`src/rtl/stream_pkg.sv`:
```
// Shared definitions for the stream width converters: output-register state
// encoding and the tkeep mask helper.
package stream_pkg;

  typedef enum logic {
    OUT_EMPTY = 1'b0,
    OUT_FULL  = 1'b1
  } out_state_t;

  localparam int KEEP_MAX_W = 32;

  // Mask with lanes 0..lane set; callers cast the result down to their lane count.
  function automatic logic [KEEP_MAX_W-1:0] keep_mask(input int unsigned lane);
    keep_mask = (32'd2 << lane) - 32'd1;
  endfunction

endpackage

```
`src/rtl/stream_pack_outreg.sv`:
```
// Output holding register for a packed stream word; keeps the word stable
// until the downstream handshake, and reloads in the same cycle when asked.
module stream_pack_outreg
  import stream_pkg::*;
#(
  parameter int Y_W   = 32,
  parameter int RATIO = 4
) (
  input  logic             clk,
  input  logic             rst_n,
  input  logic             load,
  input  logic [Y_W-1:0]   load_data,
  input  logic [RATIO-1:0] load_keep,
  input  logic             load_last,
  input  logic             out_tready,
  output out_state_t       state,
  output logic [Y_W-1:0]   out_tdata,
  output logic [RATIO-1:0] out_tkeep,
  output logic             out_tlast,
  output logic             out_tvalid
);

  // The producer only loads when the register is empty or being drained,
  // so a load always wins and gives back-to-back words without a bubble.
  always_ff @(posedge clk or negedge rst_n) begin
    if (!rst_n) begin
      state     <= OUT_EMPTY;
      out_tdata <= '0;
      out_tkeep <= '0;
      out_tlast <= 1'b0;
    end else if (load) begin
      state     <= OUT_FULL;
      out_tdata <= load_data;
      out_tkeep <= load_keep;
      out_tlast <= load_last;
    end else if (out_tready) begin
      state <= OUT_EMPTY;
    end
  end

  assign out_tvalid = (state == OUT_FULL);

endmodule

```
`src/rtl/stream_matrix_pack.sv`:
```
// Packs RATIO narrow matrix elements into one wide word, framing words per
// matrix with a runtime depth and zero-padding the final partial word.
module stream_matrix_pack
  import stream_pkg::*;
#(
  parameter int X_W          = 8,
  parameter int RATIO        = 4,
  parameter int MATRIXSIZE_W = 24
) (
  input  logic                    clk,
  input  logic                    rst_n,
  input  logic [X_W-1:0]          in_tdata,
  input  logic                    in_tlast,
  input  logic                    in_tvalid,
  output logic                    in_tready,
  output logic [X_W*RATIO-1:0]    out_tdata,
  output logic [RATIO-1:0]        out_tkeep,
  output logic                    out_tlast,
  output logic                    out_tvalid,
  input  logic                    out_tready,
  input  logic [MATRIXSIZE_W-1:0] DEPTH,
  output logic                    len_err
);

  localparam int Y_W    = X_W * RATIO;
  localparam int LANE_W = $clog2(RATIO);

  logic [Y_W-1:0]          acc;
  logic [LANE_W-1:0]       lane;
  logic [MATRIXSIZE_W-1:0] elem_cnt;
  logic [MATRIXSIZE_W-1:0] depth_q;
  logic [MATRIXSIZE_W-1:0] eff_depth;
  logic                    is_last;
  logic                    closing_possible;
  logic                    in_hs;
  logic                    close;
  logic [Y_W-1:0]          word;
  logic [RATIO-1:0]        word_keep;
  out_state_t              out_state;

  // The first element of a matrix must already see the new depth, so the
  // live DEPTH input stands in for depth_q until it is captured.
  assign eff_depth        = (elem_cnt == '0) ? DEPTH : depth_q;
  assign is_last          = (elem_cnt == eff_depth - MATRIXSIZE_W'(1));
  assign closing_possible = (lane == LANE_W'(RATIO - 1)) || is_last;
  assign in_tready        = (out_state == OUT_EMPTY) || out_tready || !closing_possible;
  assign in_hs            = in_tvalid && in_tready;
  assign close            = in_hs && closing_possible;
  assign word_keep        = RATIO'(keep_mask(32'(lane)));

  always_comb begin
    word                     = acc;
    word[lane*X_W +: X_W]    = in_tdata;
  end

  // Lanes above the current one stay zero because the accumulator is
  // cleared on every close, which gives the padding for partial words.
  always_ff @(posedge clk or negedge rst_n) begin
    if (!rst_n) begin
      acc  <= '0;
      lane <= '0;
    end else if (in_hs) begin
      if (close) begin
        acc  <= '0;
        lane <= '0;
      end else begin
        acc[lane*X_W +: X_W] <= in_tdata;
        lane                 <= lane + LANE_W'(1);
      end
    end
  end

  always_ff @(posedge clk or negedge rst_n) begin
    if (!rst_n) begin
      elem_cnt <= '0;
      depth_q  <= '0;
      len_err  <= 1'b0;
    end else if (in_hs) begin
      if (elem_cnt == '0) begin
        depth_q <= DEPTH;
      end
      elem_cnt <= is_last ? '0 : elem_cnt + MATRIXSIZE_W'(1);
      if (in_tlast != is_last) begin
        len_err <= 1'b1;
      end
    end
  end

  stream_pack_outreg #(
    .Y_W   (Y_W),
    .RATIO (RATIO)
  ) u_outreg (
    .clk        (clk),
    .rst_n      (rst_n),
    .load       (close),
    .load_data  (word),
    .load_keep  (word_keep),
    .load_last  (is_last),
    .out_tready (out_tready),
    .state      (out_state),
    .out_tdata  (out_tdata),
    .out_tkeep  (out_tkeep),
    .out_tlast  (out_tlast),
    .out_tvalid (out_tvalid)
  );

endmodule

```
`config.mk`:
```
export PLATFORM = sky130hd
export DESIGN_NAME = stream_matrix_pack
export DESIGN_NICKNAME = d
export VERILOG_FILES = /design/src/rtl/stream_pkg.sv /design/src/rtl/stream_pack_outreg.sv /design/src/rtl/stream_matrix_pack.sv
export SDC_FILE = /design/constraint.sdc
export NUM_CORES = 1
export LEC_CHECK = 0
export BUFFER_PORTS_ARGS = -buffer_cell sky130_fd_sc_hd__buf_4
export CORE_ASPECT_RATIO = 0.8
export CORE_MARGIN = 2
export CORE_UTILIZATION = 60
export DETAILED_ROUTE_END_ITERATION = 16
export GPL_TIMING_DRIVEN = 0
export PLACE_DENSITY = 0.85
export SYNTH_ARGS = -nofsm -noshare
export SYNTH_HDL_FRONTEND = slang
export SYNTH_SLANG_ARGS = --single-unit
export TNS_END_PERCENT = 100
```
`constraint.sdc`:
```
create_clock -name clk -period 5.7 [get_ports clk]
set_input_delay 0 -clock clk [delete_from_list [all_inputs] [get_ports clk]]
set_output_delay 0 -clock clk [all_outputs]
set_load 0.02 [all_outputs]
```
Yosys cells after proc, flatten, opt, wreduce, memory -nomap -nowiden

Index checks and enable logic that the tools add are counted.

Register bits: 121
Input bits: 37
Output and inout bits: 40

$add $sub $neg: 5
Eq/ne operators: 3
Shifts and indexed selects: 3
Muxes and demuxes: 7
Bitwise logic cells: 1
Reductions and logical operators: 9

Operators by type and width:

| operator                  | count |
|---|---|
| $mux W24                  | 2 |
| $neg A5 Y34               | 1 |
| $shift A8 B34 Y32 const A | 1 |
| $shiftx A8 B34 Y32        | 1 |
| $bwmux W32                | 1 |
| $mux W32                  | 1 |
| $add A24 B1 Y24 const B   | 1 |
| $eq A24 B24 Y1            | 1 |
| $logic_not A24 Y1         | 1 |
| $sub A24 B1 Y24 const B   | 1 |
| $shl A2 B2 Y4 const A     | 1 |
| $sub A4 B1 Y4 const B     | 1 |
| $logic_or A1 B1 Y1        | 3 |
| $add A2 B1 Y2 const B     | 1 |
| $eq A2 B2 Y1 const B      | 1 |
| $logic_and A1 B1 Y1       | 2 |
| $mux W1                   | 2 |
| $mux W2                   | 1 |
| $reduce_and A2 Y1         | 1 |
| $reduce_bool A2 Y1        | 1 |
| $logic_not A1 Y1          | 1 |
| $ne A1 B1 Y1              | 1 |
| $not A1 Y1                | 1 |

Logic depth before layout (Yosys ltp)

Depth after elaboration: 10
Mapped depth: 22
Gate-level depth less buffers: 18

Hierarchy

A second synthesis with hierarchy kept.

Cell total of the unflattened synthesis: 753
Area total of the unflattened synthesis: 7463.4 sq um

Modules (own cells, without submodules):

| module             | times used | cells an instance | area an instance (sq um) | seq. area each (sq um) |
|---|---|---|---|---|
| stream_matrix_pack | 1          | 671               | 5967.0                   | 2077.0 |
| stream_pack_outreg | 1          | 82                | 1496.4                   | 950.9 |

Worst setup path after synthesis

Ideal clock, no wire load.

Path kind: reg2reg
Start point: register elem_cnt[12]
End point: register depth_q[10]
Library setup time: 0.125 ns
Arrival: 4.473 ns
Path slack: 1.102 ns
Stages on the path, launching flop included: 20
Buffers on the path: 3
Path through: dfrtp_1 -> nor4_2 -> nand4_2 -> nor2_4 -> buf_6 -> mux2i_1 -> ha_1 -> nor3b_1 -> and3_1 -> a31oi_1 -> a221o_1 -> a21oi_1 -> o32a_1 -> o2111ai_2 -> nor4_4 -> or2_1 -> buf_6 -> nor2_4 -> buf_6 -> mux2_4

Cells in the longest elaborated chain, start to end: 8

Ends and longest elaborated chain:

| item                   | RTL line                                           | RTL |
|---|---|---|
| start, declared        | stream_matrix_pack.sv:30                           | `logic [MATRIXSIZE_W-1:0] elem_cnt;` |
| start signal, assigned | stream_matrix_pack.sv:82                           | `elem_cnt <= is_last ? '0 : elem_cnt + MATRIXSIZE_W'(1);` |
| $logic_not A24 Y1      | stream_matrix_pack.sv:43, stream_matrix_pack.sv:79 |  |
| $mux W24               | --                                                 |  |
| $sub A24 B1 Y24        | stream_matrix_pack.sv:44                           | `assign is_last = (elem_cnt == eff_depth - MATRIXSIZE_W'(1));` |
| $eq A24 B24 Y1         | stream_matrix_pack.sv:44                           |  |
| $logic_or A1 B1 Y1     | stream_matrix_pack.sv:45                           | `assign closing_possible = (lane == LANE_W'(RATIO - 1)) \|\| is_last;` |
| $logic_not A1 Y1       | stream_matrix_pack.sv:46                           | `assign in_tready = (out_state == OUT_EMPTY) \|\| out_tready \|\| !closing_possible;` |
| $logic_or A1 B1 Y1     | stream_matrix_pack.sv:46                           |  |
| $logic_and A1 B1 Y1    | stream_matrix_pack.sv:47                           | `assign in_hs = in_tvalid && in_tready;` |
| end signal, assigned   | stream_matrix_pack.sv:76                           | `depth_q <= '0;` |
| end signal, assigned   | stream_matrix_pack.sv:80                           | `depth_q <= DEPTH;` |
| end, declared          | stream_matrix_pack.sv:31                           | `logic [MATRIXSIZE_W-1:0] depth_q;` |

Several ways; a longest one is shown, not always the timed one.
A chain may end at the register's enable or synchronous reset.

Worst setup path after layout

Start point: register elem_cnt[4]
End point: register elem_cnt[4]

Cells in the longest elaborated chain, start to end: 8
Elaborated cells between the ends (all ways): 10
Those cells by class: 2 x add/sub; 1 x eq/ne; 2 x mux; 5 x reduce/logical

Ends and longest elaborated chain:

| item                | RTL line                 | RTL |
|---|---|---|
| $logic_not A24 Y1   | stream_matrix_pack.sv:43 | `assign eff_depth = (elem_cnt == '0) ? DEPTH : depth_q;` |
| $mux W24            | --                       |  |
| $sub A24 B1 Y24     | stream_matrix_pack.sv:44 |  |
| $eq A24 B24 Y1      | stream_matrix_pack.sv:44 |  |
| $logic_or A1 B1 Y1  | stream_matrix_pack.sv:45 |  |
| $logic_not A1 Y1    | stream_matrix_pack.sv:46 |  |
| $logic_or A1 B1 Y1  | stream_matrix_pack.sv:46 |  |
| $logic_and A1 B1 Y1 | stream_matrix_pack.sv:47 |  |

Several ways; a longest one is shown, not always the timed one.

==> key figures <==
STA
  • Slew headroom: 34.7%
  • Setup ws final: 0.207 ns
  • Final hold viol count: 0
  • Worst hold margin: 0.0376 ns
  • Final Critical Period: 5.49 ns
  • # setup viols final: 0
  • Slew at the pin closest to its max-slew limit: 0.971 ns
  • Fin crit share: 96.4%
  • Pins Over Slew Limit: 0
  • Max Fclk: 182 MHz
  • Setup Skew: 0.0115 ns

Global routing
  • Vias in the first global route: 6702
  • Initial antenna violation count: 0
  • First-pass GRT wire length: 34.8 mm
  • Largest net degree at the start of global routing: 104
  • GRT Total Usage: 34.6%
  • Overflow left after global routing: 0

Clocking
  • CTS tree: built
  • Clock buffer count from CTS: 17
  • Worst-path clk slew: 0.05 ns
  • Clock Tree Buf Depth: 2
  • H-tree depth: 4
  • Clock Sinks: 121
  • Root Buffer: clkbuf_16
  • Clk_lat worst skew: 0.42 ns

Place
  • GP Congestion: 0.972
  • Placed instance count: 990
  • Port bufs: 76
  • Place WS: -0.357 ns
  • Placed Area: 0.00806 mm^2
  • DP HPWL: 14.7 mm

Setup path
  • Worst r2r src: elem_cnt[4]
  • Worst R2R Setup Slack: 0.21 ns
  • Crit path launch type: flop
  • Reg2Reg Depth: 21
  • Required @ worst endpoint: 6.03 ns
  • Worst R2R End: elem_cnt[4]
  • Crit end category: flop
  • Critical path class: flop to flop
  • Setup crit start: elem_cnt[4]
  • Arrival time at the worst endpoint: 5.82 ns
  • Critical Path Fanout Max: 10

Yosys
  • Mapped Area: 0.00727 mm^2
  • Synth Area in XOR/XNOR: 4.94%
  • Post-Synth Adder-Cell Area: 1.55%
  • Synth Area in Compound Gates: 17.5%
  • Synth top cells by count: dfrtp_1 (121), a21oi_1 (86), nor2_1 (55)
  • Post-synth top area cell: dfrtp_1
  • Post-Syn Area per Cell: 9.50 um^2
  • Mux cell area share after synthesis: 7.68%
  • Largest cells by area after synthesis: dfrtp_1 (42%), a21oi_1 (5.9%), mux2_4 (4.1%)
  • Post-Synth Simple-Gate Area: 22.0%
  • Syn_nets: 811
  • Top-count cell post-synth: dfrtp_1
  • Sequential share of the synthesized area: 41.6%
  • Post-synth EDFFs: 0
  • Cell count after synthesis: 765
  • Top_reg_cell synth: dfrtp_1
  • Share of the synthesized area in the top cell type: 41.6%
  • #FFs+latches synth: 121
  • Ys Warns: 0
  • Netlist cell types: 69
  • Ys async rst share: 100%
  • Main combinational cell family by area after synthesis: simple AND/OR/NAND/NOR gates

Routing
  • Number of iterations in the first detailed-routing pass: 10
  • Met3 WL post-DR: 2.41 mm
  • Routed vias: 6989
  • Met2 Routed Length: 9.58 mm
  • Wirelength, routed: 21.9 mm
  • Drt drc: 0
  • Post-DRT Antenna Nets: 0
  • Met1 WL: 9.00 mm
  • Vias per cell: 6.62
  • DRT iter0 DRCs: 810
  • DR WL/cell: 20.7 um
  • Uppermost layer routed: met4

Finish
  • Design area: 0.00909 mm^2
  • Fillers: 711
  • Multi-input combinational cell area: 0.00397 mm^2
  • P&R area growth vs syn: 25.0%
  • Layout Nets: 943
  • Antenna Cells: 0
  • Share of layout cells above drive strength 1: 20.8%
  • Final Util: 78.0%
  • Sequential Area: 0.00303 mm^2
  • Final Non-Filler Cells: 1056

Floorplan
  • Die area: 0.0130 mm^2
  • IO Pins: 77
  • Die X: 127 um
  • Core area: 0.0116 mm^2
  • Num rows: 35
  • Die Ht: 102 um
  • Starting Density: 62.4%

Hold path
  • WHS Endpoint: depth_q[1]
  • Worst min path class: input pin to flop
  • Min-Delay Path Depth: 3
  • Worst Min Path Start: DEPTH[1]

Flow run
  • Max-cap violations: 0

Outcome
  • Status: finished clean

Pwr
  • P per Cell Area: 422 mW/mm^2
  • Static leakage: 3.92 nW
  • Peak supply drop: 0.272 mV
==> cells in the final DEF, fill, tap and decap left out, types with 4 or more instances in the layout <==
cell,instances
a21oi_1,86
and2_1,4
and3_1,8
buf_1,4
buf_2,12
buf_4,82
buf_6,9
clkbuf_1,17
clkbuf_16,17
clkbuf_8,4
clkinv_2,4
dfrtp_1,121
dlygate4sd3_1,33
ha_1,8
inv_1,20
mux2_2,5
mux2_4,20
mux2i_1,19
nand2_1,50
nand2b_1,11
nand3_1,16
nand4_1,8
nor2_1,55
nor2b_1,41
nor3_1,29
nor4_1,12
nor4_2,4
o21ai_0,34
o21bai_1,5
o2bb2ai_1,33
o31a_1,4
o31ai_1,7
or2_2,4
or3_1,8
or4_1,7
xnor2_1,29
xor2_1,12
==> routing by layer <==
layer | global-route usage (%) | up-vias
li1 | - | 3029
met1 | 48.0 | 3399
met2 | 51.0 | 446
met3 | 9.53 | 115
met4 | 16.1 | 0
met5 | 0 | -
==> report_power, final <==
| group | switching [mW] | internal [mW] |
|---|---|---|
| Combinational | 0.831 | 0.585 |
| Clock | 0.382 | 0.726 |
| Sequential | 0.205 | 1.11 |
==> layout make-up <==
class                      instances  share of cell area (%)
buffer                            46                    2.95
clock buffer                      22                    5.33
clock inverter                     8                    1.31
inverter                          20                   0.826
multi-input combinational        578                    43.7
sequential                       121                    33.3
tap                              148                    2.04
timing repair buffer             113                    10.5
==> logic make-up after synthesis <==
family,after synthesis
XOR/XNOR,41
buffers and inverters,66
AO/OA/AOI/OAI,198
flip-flops,121
AND/OR/NAND/NOR,285
adder cells (fa/ha/maj),9
multiplexers,45
==> worst max-delay path, stage by stage (launching register included) <==
cell and delay (ns):
dfrtp_1 0.35, clkbuf_1 0.22, nor4_4 0.47, nand4_4 0.26, nor2_4 0.29, buf_6 0.20, mux2i_1 0.29, ha_2 0.28
nor3b_4 0.36, nand3_2 0.20, nor3_2 0.29, xor2_1 0.18, mux2i_1 0.12, xnor2_1 0.30, o2111ai_2 0.24, nor4_4 0.42
or2_1 0.18, buf_6 0.15, buf_4 0.19, buf_4 0.20, nand2_1 0.08, o21ai_0 0.11
==> metrics by stage <==
| stage | TNS (ns) | total power [mW] |
|---|---|---|
| after floorplan | 0 | 2.15 |
| after global placement | -4.60 | 2.57 |
| after detailed placement | -26.91 | 2.64 |
| after CTS | 0 | 3.79 |
| after global routing | -0.593 | 4.02 |
| final | 0 | 3.83 |
==> worst max path at each step <==
stage	to	slack (ns)	cells past startpoint
finish	elem_cnt[4]	0.21	21
global route	elem_cnt[4]	-0.05	21
CTS	u_outreg.out_tdata[14]	0.13	21
detailed placement	u_outreg.out_tdata[17]	-0.36	20
global placement	u_outreg.out_tdata[19]	-0.13	20
floorplan	depth_q[10]	1.10	19
==> state kept, by name, indices dropped and copies added, names as in the netlist <==
| register | cells |
|---|---|
| u_outreg.out_tvalid | 1 |
| u_outreg.out_tkeep | 4 |
| u_outreg.out_tdata | 32 |
| acc | 32 |
| depth_q | 24 |
| lane | 2 |
| len_err | 1 |
| elem_cnt | 24 |
| u_outreg.out_tlast | 1 |
==> timing repair <==
action                                  CTS  global route
hold buffers                             33             0
buffers inserted                          1             2
pin swaps                                 1             4
endpoints found under the setup margin  122           121
endpoints found under the hold margin   168             0
gates resized for setup                   2            13
Note: power is estimated with default switching activity, not from simulation.
